===== config.mk =====
export PLATFORM = sky130hd
export DESIGN_NAME = ddot_rr_scheduler
export DESIGN_NICKNAME = d
export VERILOG_FILES = /design/src/rtl/ddot_pkg.sv /design/src/rtl/ddot_tag_pipe.sv /design/src/rtl/ddot_rr_scheduler.sv
export SDC_FILE = /design/constraint.sdc
export NUM_CORES = 1
export LEC_CHECK = 0
export ABC_CLOCK_PERIOD_IN_PS = 1400
export BUFFER_PORTS_ARGS = -buffer_cell sky130_fd_sc_hd__buf_2
export CELL_PAD_IN_SITES_DETAIL_PLACEMENT = 2
export CELL_PAD_IN_SITES_GLOBAL_PLACEMENT = 2
export CORE_AREA = 4 4 632 634
export CTS_CLUSTER_DIAMETER = 30
export DETAILED_ROUTE_END_ITERATION = 10
export DIE_AREA = 0 0 636 638
export GPL_ROUTABILITY_DRIVEN = 0
export HOLD_SLACK_MARGIN = 0.02
export PLACE_DENSITY = 0.31
export RECOVER_POWER = 50
export SLEW_MARGIN = 30
export SYNTH_ARGS = -nofsm -noshare
export SYNTH_HDL_FRONTEND = slang
export SYNTH_SLANG_ARGS = --single-unit

===== constraint.sdc =====
create_clock -name clk -period 1.4 [get_ports clk]
set_input_delay 0.28 -clock clk [delete_from_list [all_inputs] [get_ports clk]]
set_output_delay 0.28 -clock clk [all_outputs]
set_load 0.005 [all_outputs]

===== src/rtl/ddot_pkg.sv =====
// Shared constants and types for the round-robin dot-product scheduler.
package ddot_pkg;
  localparam int DDOT_LANES = 8;
  localparam int FP_W       = 32;
  localparam int CHUNK_W    = DDOT_LANES * FP_W;
  localparam int TAG_ID_W   = 3;

  typedef enum logic [0:0] {
    ST_IDLE = 1'b0,
    ST_LOCK = 1'b1
  } sched_state_e;

  typedef struct packed {
    logic                valid;
    logic [TAG_ID_W-1:0] id;
    logic                last;
  } ddot_tag_t;

  function automatic int wrap_inc(input int id, input int n);
    return (id + 1 >= n) ? 0 : id + 1;
  endfunction
endpackage


===== src/rtl/ddot_tag_pipe.sv =====
// Latency-matched tag shift register with synchronous clear.
// The MSB of each entry is its valid bit.
module ddot_tag_pipe #(
  parameter int LAT = 4,
  parameter int W   = 3
) (
  input  logic         clk,
  input  logic         rst,
  input  logic [W-1:0] i_d,
  output logic [W-1:0] o_q,
  output logic         o_any_valid
);
  logic [W-1:0] r_stage [LAT];
  logic         w_any;

  // Shift one stage per cycle; reset drops every in-flight tag.
  always_ff @(posedge clk) begin
    if (rst) begin
      for (int i = 0; i < LAT; i++) r_stage[i] <= '0;
    end else begin
      r_stage[0] <= i_d;
      for (int i = 1; i < LAT; i++) r_stage[i] <= r_stage[i-1];
    end
  end

  // OR of all stage valid bits.
  always_comb begin
    w_any = 1'b0;
    for (int i = 0; i < LAT; i++) w_any = w_any | r_stage[i][W-1];
  end

  assign o_q         = r_stage[LAT-1];
  assign o_any_valid = w_any;
endmodule


===== src/rtl/ddot_rr_scheduler.sv =====
// Round-robin, packet-locking scheduler feeding one shared 8-lane dot-product datapath
// and returning results tagged with the owning requester.
module ddot_rr_scheduler
  import ddot_pkg::*;
#(
  parameter int NREQ = 2,
  parameter int LAT  = 4,
  parameter int ID_W = 1
) (
  input  logic                    clk,
  input  logic                    rst,
  input  logic [NREQ-1:0]         req_valid,
  input  logic [NREQ-1:0]         req_last,
  input  logic [NREQ*CHUNK_W-1:0] req_x,
  input  logic [NREQ*CHUNK_W-1:0] req_y,
  output logic [NREQ-1:0]         req_ready,
  output logic [CHUNK_W-1:0]      dp_x,
  output logic [CHUNK_W-1:0]      dp_y,
  input  logic [FP_W-1:0]         dp_z,
  output logic                    res_valid,
  output logic [ID_W-1:0]         res_id,
  output logic                    res_last,
  output logic [FP_W-1:0]         res_z,
  output logic                    busy
);
  sched_state_e     r_state, w_state_nxt;
  logic [ID_W-1:0]  r_lock_id, w_lock_nxt;
  logic [ID_W-1:0]  r_rr_ptr, w_ptr_nxt;
  logic [ID_W-1:0]  w_scan_id [NREQ];
  logic             w_grant_any;
  logic [ID_W-1:0]  w_grant_id;
  logic             w_grant_last;
  logic [CHUNK_W-1:0] w_sel_x, w_sel_y;
  logic [ID_W+1:0]  r_issue_tag;
  logic [ID_W+1:0]  w_tail;
  logic             w_pipe_busy;
  ddot_tag_t        w_tail_tag;

  // Requester ids in round-robin scan order starting at the pointer.
  always_comb begin
    for (int k = 0; k < NREQ; k++) w_scan_id[k] = ID_W'((int'(r_rr_ptr) + k) % NREQ);
  end

  // Arbitration: scanning downward lets the entry closest to the pointer win.
  always_comb begin
    w_grant_any = 1'b0;
    w_grant_id  = '0;
    case (r_state)
      ST_LOCK: begin
        w_grant_any = req_valid[r_lock_id];
        w_grant_id  = r_lock_id;
      end
      ST_IDLE: begin
        for (int k = NREQ - 1; k >= 0; k--) begin
          w_grant_id  = req_valid[w_scan_id[k]] ? w_scan_id[k] : w_grant_id;
          w_grant_any = w_grant_any | req_valid[w_scan_id[k]];
        end
      end
      default: begin
        w_grant_any = 1'b0;
        w_grant_id  = '0;
      end
    endcase
    w_grant_last = w_grant_any & req_last[w_grant_id];
  end

  // One-hot ready and the granted chunk; no grant selects an all-zero bubble.
  always_comb begin
    req_ready = '0;
    w_sel_x   = '0;
    w_sel_y   = '0;
    for (int k = 0; k < NREQ; k++) begin
      req_ready[k] = w_grant_any && (int'(w_grant_id) == k);
      w_sel_x = w_sel_x | ({CHUNK_W{req_ready[k]}} & req_x[k*CHUNK_W +: CHUNK_W]);
      w_sel_y = w_sel_y | ({CHUNK_W{req_ready[k]}} & req_y[k*CHUNK_W +: CHUNK_W]);
    end
  end

  // Packet lock and pointer update; the pointer only moves at a packet end.
  always_comb begin
    w_state_nxt = r_state;
    w_lock_nxt  = r_lock_id;
    w_ptr_nxt   = r_rr_ptr;
    if (w_grant_any) begin
      if (w_grant_last) begin
        w_state_nxt = ST_IDLE;
        w_ptr_nxt   = ID_W'(wrap_inc(int'(w_grant_id), NREQ));
      end else begin
        w_state_nxt = ST_LOCK;
        w_lock_nxt  = w_grant_id;
      end
    end else begin
      w_state_nxt = r_state;
    end
  end

  // State, issue registers and the tag that travels alongside dp_x/dp_y.
  always_ff @(posedge clk) begin
    if (rst) begin
      r_state     <= ST_IDLE;
      r_lock_id   <= '0;
      r_rr_ptr    <= '0;
      dp_x        <= '0;
      dp_y        <= '0;
      r_issue_tag <= '0;
    end else begin
      r_state     <= w_state_nxt;
      r_lock_id   <= w_lock_nxt;
      r_rr_ptr    <= w_ptr_nxt;
      dp_x        <= w_sel_x;
      dp_y        <= w_sel_y;
      r_issue_tag <= {w_grant_any, w_grant_id, w_grant_last};
    end
  end

  // The issue tag pairs with dp_x; the pipe then spans the datapath's LAT cycles.
  ddot_tag_pipe #(
    .LAT(LAT),
    .W  (ID_W + 2)
  ) u_tag_pipe (
    .clk        (clk),
    .rst        (rst),
    .i_d        (r_issue_tag),
    .o_q        (w_tail),
    .o_any_valid(w_pipe_busy)
  );

  // Unpack the tail tag into its fields.
  always_comb begin
    w_tail_tag.valid = w_tail[ID_W+1];
    w_tail_tag.id    = TAG_ID_W'(w_tail[ID_W:1]);
    w_tail_tag.last  = w_tail[0];
  end

  assign res_valid = w_tail_tag.valid & (int'(w_tail_tag.id) < NREQ);
  assign res_id    = w_tail_tag.id[ID_W-1:0];
  assign res_last  = w_tail_tag.last;
  assign res_z     = dp_z;
  assign busy      = (r_state == ST_LOCK) | r_issue_tag[ID_W+1] | w_pipe_busy;
endmodule


# After elaboration in Yosys (flattened, before gate mapping)
# Memories as Yosys holds them, arrays and structs flattened.
# Cells that the tools add are included.
# W data, S select, Z words.
# op_classes
addsub	2
n_lt_le_gt_ge	6
mux	21
n_bitwise	21
reduce_logical	4
# op_table
op	count
$and A256 B256 Y256	4
$or A256 B256 Y256	2
$mux W1	15
$mux W3	4
$lt A1 B2 Y1 const B	5
$or A1 B1 Y1	10
$pmux W1 S2	2
$reduce_and A2 Y1	2
$not A1 Y1	3
$add A1 B1 Y2 const B	1
$and A1 B1 Y1	2
$ge A2 B2 Y1 const B	1
$logic_and A1 B1 Y1	2
$add A1 B1 Y1 const B	1
# totals
register_bits	518
ramBits	12
input_bits	1062
out_inout_bits	550
word_cells	61
memories	1
# memory_table
name	words	word_bits	rd	rd_ports_with_merged_regs	wr	line_no	text
u_tag_pipe.r_stage	4	3	4	0	4	ddot_tag_pipe.sv:13	logic [W-1:0] r_stage [LAT];

# Longest topological paths before layout
# depth
depth_word	11
ltp_mapped	6
mapped_depth_nobuf	4

# Hierarchy
# Synthesis repeated with hierarchy kept, for this count alone.
# unflattened
hier_cells	1234
area_unflattened_um2	16164.3
# modules_own_cells
module	n_inst	cells_each	area_each_um2	seq_area_each_um2
ddot_rr_scheduler	1	1208	15836.4	10369.9
ddot_tag_pipe	1	26	327.8	240.2

# Least setup slack after synthesis
# OpenSTA, ideal clock, no wires.
# synth_path
kind	flip-flop to flip-flop
startpoint	register r_state
endpoint	register dp_x[111]
setup_ns	0.117
arrival_ns	1.321
required_ns	1.283
setup_slack_ns	-0.037
stages_incl_launch_ff	7
path_buffers	2
period_less_slack_ns	1.437
cell_sequence	dfxtp_1 -> inv_1 -> o21ai_0 -> nor3_2 -> buf_2 -> buf_2 -> a22o_1
# synth_via
elab_chain_cells	6
word_cells_on_any_way	9
cone_classes	2 x mux; 5 x bitwise; 2 x reduce/logical
# synth_rtl
item	line_no	text
start, declared	ddot_rr_scheduler.sv:26	sched_state_e r_state, w_state_nxt;
start signal, assigned	ddot_rr_scheduler.sv:107	r_state <= w_state_nxt;
$not A1 Y1	ddot_rr_scheduler.sv:48	case (r_state)
$pmux W1 S2	ddot_rr_scheduler.sv:48	
$not A1 Y1	ddot_rr_scheduler.sv:73	req_ready[k] = w_grant_any && (int'(w_grant_id) == k);
$logic_and A1 B1 Y1	ddot_rr_scheduler.sv:73	
$and A256 B256 Y256	ddot_rr_scheduler.sv:74	w_sel_x = w_sel_x | ({CHUNK_W{req_ready[k]}} & req_x[k*CHUNK_W +: CHUNK_W]);
$or A256 B256 Y256 *	ddot_rr_scheduler.sv:74	
end signal, assigned	ddot_rr_scheduler.sv:110	dp_x <= w_sel_x;
end, declared	ddot_rr_scheduler.sv:17	output logic [CHUNK_W-1:0] dp_x,
# Every way passes the cells marked *; elsewhere a longest branch is shown, timed or not.
# A chain may end at the register's enable or synchronous reset.

# Worst setup path in the final report
# layout_path
startpoint	register r_state
endpoint	register dp_x[64]
# The elaborated chain is that of the path after synthesis.

==> impl_metrics.yaml <==
sta:
  period_needed_ps: 2130
  rsz0062_at_grt: "true"
  tightest_slew_ps: 570.8
  slew_viol_final: 0
  final.period_utilization_pct: 152.1
  maxSlewHeadroom_pct: 61.82
  hold_viol: 1
  setup_viol_count_final: 1034
  fmax_mhz: 469.5
  finalClockSkew_ps: 68.72
  worst_hold_slack_ps: -67.65
  worst_slack_ps: -729.8
synthesis:
  ys_ff_latch: 530
  ys_warn_count: 0
  syn_nets: 2297
  yosysSeqAreaShare_pct: 65.60
  synth.avg_cell_area_um2: 13.10
  synth_cell_type_count: 26
  syn_inst: 1235
  synth_area_um2: 16170
clocking:
  clock-root-buffer: "clkbuf_16"
  cts_tree: "done"
  cts_made_buffers: 210
  clock_path_buffers: 4
  hold_buffers: 1030
  htreeDepth: 4
  cts_num_sinks: 530
  clk_latency_ps: 850
  path_clk_slew_ps: 40
floorplan:
  core_um2: 394200
  io_pins: 1612
  fp.dieH_um: 638
  rows: 231
  fp.dieArea_um2: 405800
  die_w_um: 636
  start_util_pct: 4.102
routing:
  routedWlPerCell_um: 30.26
  drt_iter0_drc: 1158
  routed_wl_um: 291200
  dr_total_vias: 25250
  viasPerCell: 2.624
  ant_nets: 0
  dr.pass1.iters: 5
  route.detailed.drc: 0
worst_setup_path:
  crit_type: "reg -> reg"
  r2r_setup_slack_ps: -730
  startpoint_type: "flop"
  crit_required_ps: 2070
  rr_worst_depth: 11
  r2r_end: "dp_x[64]$_SDFF_PP0_"
  critPathArrivalTime_ps: 2800
  worstSetupEndpointType: "flop"
  crit_fanout: 9
  regToRegStartpoint: "r_state$_SDFFE_PP0P_"
finish:
  nNetsFinal: 5165
  final_cell_mix: "buf_2 (1,499), dlygate4sd3_1 (1,030), a22o_1 (508)"
  final_common_cell: "buf_2"
  drive_gt1_share_pct: 50.82
  final_util_pct: 13.17
  area_growth_pct: 220.9
global_routing:
  grt_pass1_wl_um: 352200
  grt_use_total_pct: 13.70
  grt_pass1_vias: 27970
  grt_max_degree: 37
  grt-ovfl-total: 0
  antenna_found_initial: 293
outcome:
  violations: "hold timing, setup timing"
  status: "finished with violations"
min_path:
  whs_endpoint: "r_lock_id$_SDFFE_PP0P_"
  hold_path_class: "in -> reg"
  whs_path_depth: 4
  hp-start: "req_valid[1]"
run:
  timing.max_cap.violations: 0
placement:
  dp.final_hpwl_um: 242800
  io_buffers: 1547
pwr:
  total_leakage_power_nw: 22.79
  peakVddDrop_mv: 0.8409
  total_power_mw: 73.49
  pwr_density_cell_nw_per_um2: 1416
what timing repair did:
item,in CTS,in global routing
cloned,59,15
resized for setup,326,37
setup endpoints to repair,1032,1033
hold endpoints to repair,530,1
pin swaps,19,56
setup buffers,56,11
cell families after synthesis:
logic type,count (synthesis),share of synthesized area (%)
mux,2,0.1238
buf+inv,149,5.021
flops,530,65.60
compound gates,520,28.07
simple gates,34,1.184
cell usage after synthesis (all sizes together):
library cell | instances | area, um^2
a211o | 1 | 8.760
a211oi | 1 | 7.510
a21boi | 1 | 7.510
a21oi | 1 | 5.000
a22o | 512 | 4484
a32oi | 1 | 8.760
buf | 138 | 770.7
clkbuf | 8 | 30.03
dfxtp | 530 | 10610
inv | 3 | 11.26
mux2i | 2 | 20.02
nand2 | 4 | 15.01
nand2b | 2 | 12.51
nand3 | 1 | 5.000
nand3b | 1 | 7.510
nand4 | 1 | 6.260
nor2 | 7 | 28.78
nor2b | 14 | 87.58
nor3 | 2 | 15.01
nor4 | 1 | 6.260
o211ai | 1 | 7.510
o21ai | 2 | 10.01
or4 | 1 | 7.510
report_power, final:
| part | switching (mW) | internal, mW |
|---|---|---|
| sequential | 0.664 | 16.4 |
| combinational | 5.74 | 6.22 |
| clock | 13.7 | 30.8 |
registers in the layout, summed over array words and instances, names as in the netlist:
signal              cells
r_lock_id               1
r_issue_tag             3
dp_x                  256
dp_y                  256
r_state                 1
r_rr_ptr                1
u_tag_pipe.r_stage     12
metrics by stage:
| stage | hold slack [ps] | setup TNS (ps) | worst slack (ps) | cells | cell area (um^2) |
|---|---|---|---|---|---|
| floorplan | 405.5 | -8391 | -21.86 | 1235 | 16180 |
| global placement | 423.1 | -231540 | -613.5 | 7970 | 30750 |
| detailed placement | 426.5 | -235170 | -612.5 | 7970 | 30750 |
| CTS | -224.9 | -460970 | -788.5 | 9501 | 51260 |
| global route | -101.7 | -514480 | -823.3 | 9547 | 51710 |
| finish | -67.65 | -412880 | -729.8 | 9625 | 51900 |
worst max path at each step:
stage	from	to	slack [ps]	depth (start not counted)
after floorplan	r_state$_SDFFE_PP0P_	dp_x[111]$_SDFF_PP0_	-20	6
after global placement	req_valid[1]	dp_y[191]$_SDFF_PP0_	-610	6
after detailed placement	r_state$_SDFFE_PP0P_	dp_y[63]$_SDFF_PP0_	-610	6
after CTS	r_state$_SDFFE_PP0P_	req_ready[0]	-790	5
after global routing	r_state$_SDFFE_PP0P_	req_ready[0]	-820	5
final	r_state$_SDFFE_PP0P_	dp_x[64]$_SDFF_PP0_	-730	11
routing by layer:
| metal | vias up | global-route usage [%] | share of wire [%] |
|---|---|---|---|
| li1 | 10740 | - | - |
| met1 | 12300 | 14.95 | 38 |
| met2 | 1442 | 24.58 | 50 |
| met3 | 650 | 4.659 | 7.4 |
| met4 | 120 | 4.678 | 4.1 |
| met5 | - | 0 | 0.27 |
final cells by class:
type                    count  area (um^2)
fillers                 45640       342300
multi-input cells         556         4847
clock inverters            78        674.4
well taps                5242         6559
repair buffers           2802        22660
diodes                    105        262.8
clock buffers             309         6177
inverters                   3        13.76
flip-flops and latches    530        10710
worst max-delay path: stages (launching register included):
cell      delay [ps]
dfxtp_4          360
nand3b_1         210
nand3_2          130
buf_4            120
buf_6             90
nor2_4            30
buf_12           140
buf_4            150
buf_4            150
buf_16           160
buf_6            150
a22o_1           250
Power figures use the tool's default switching activity.
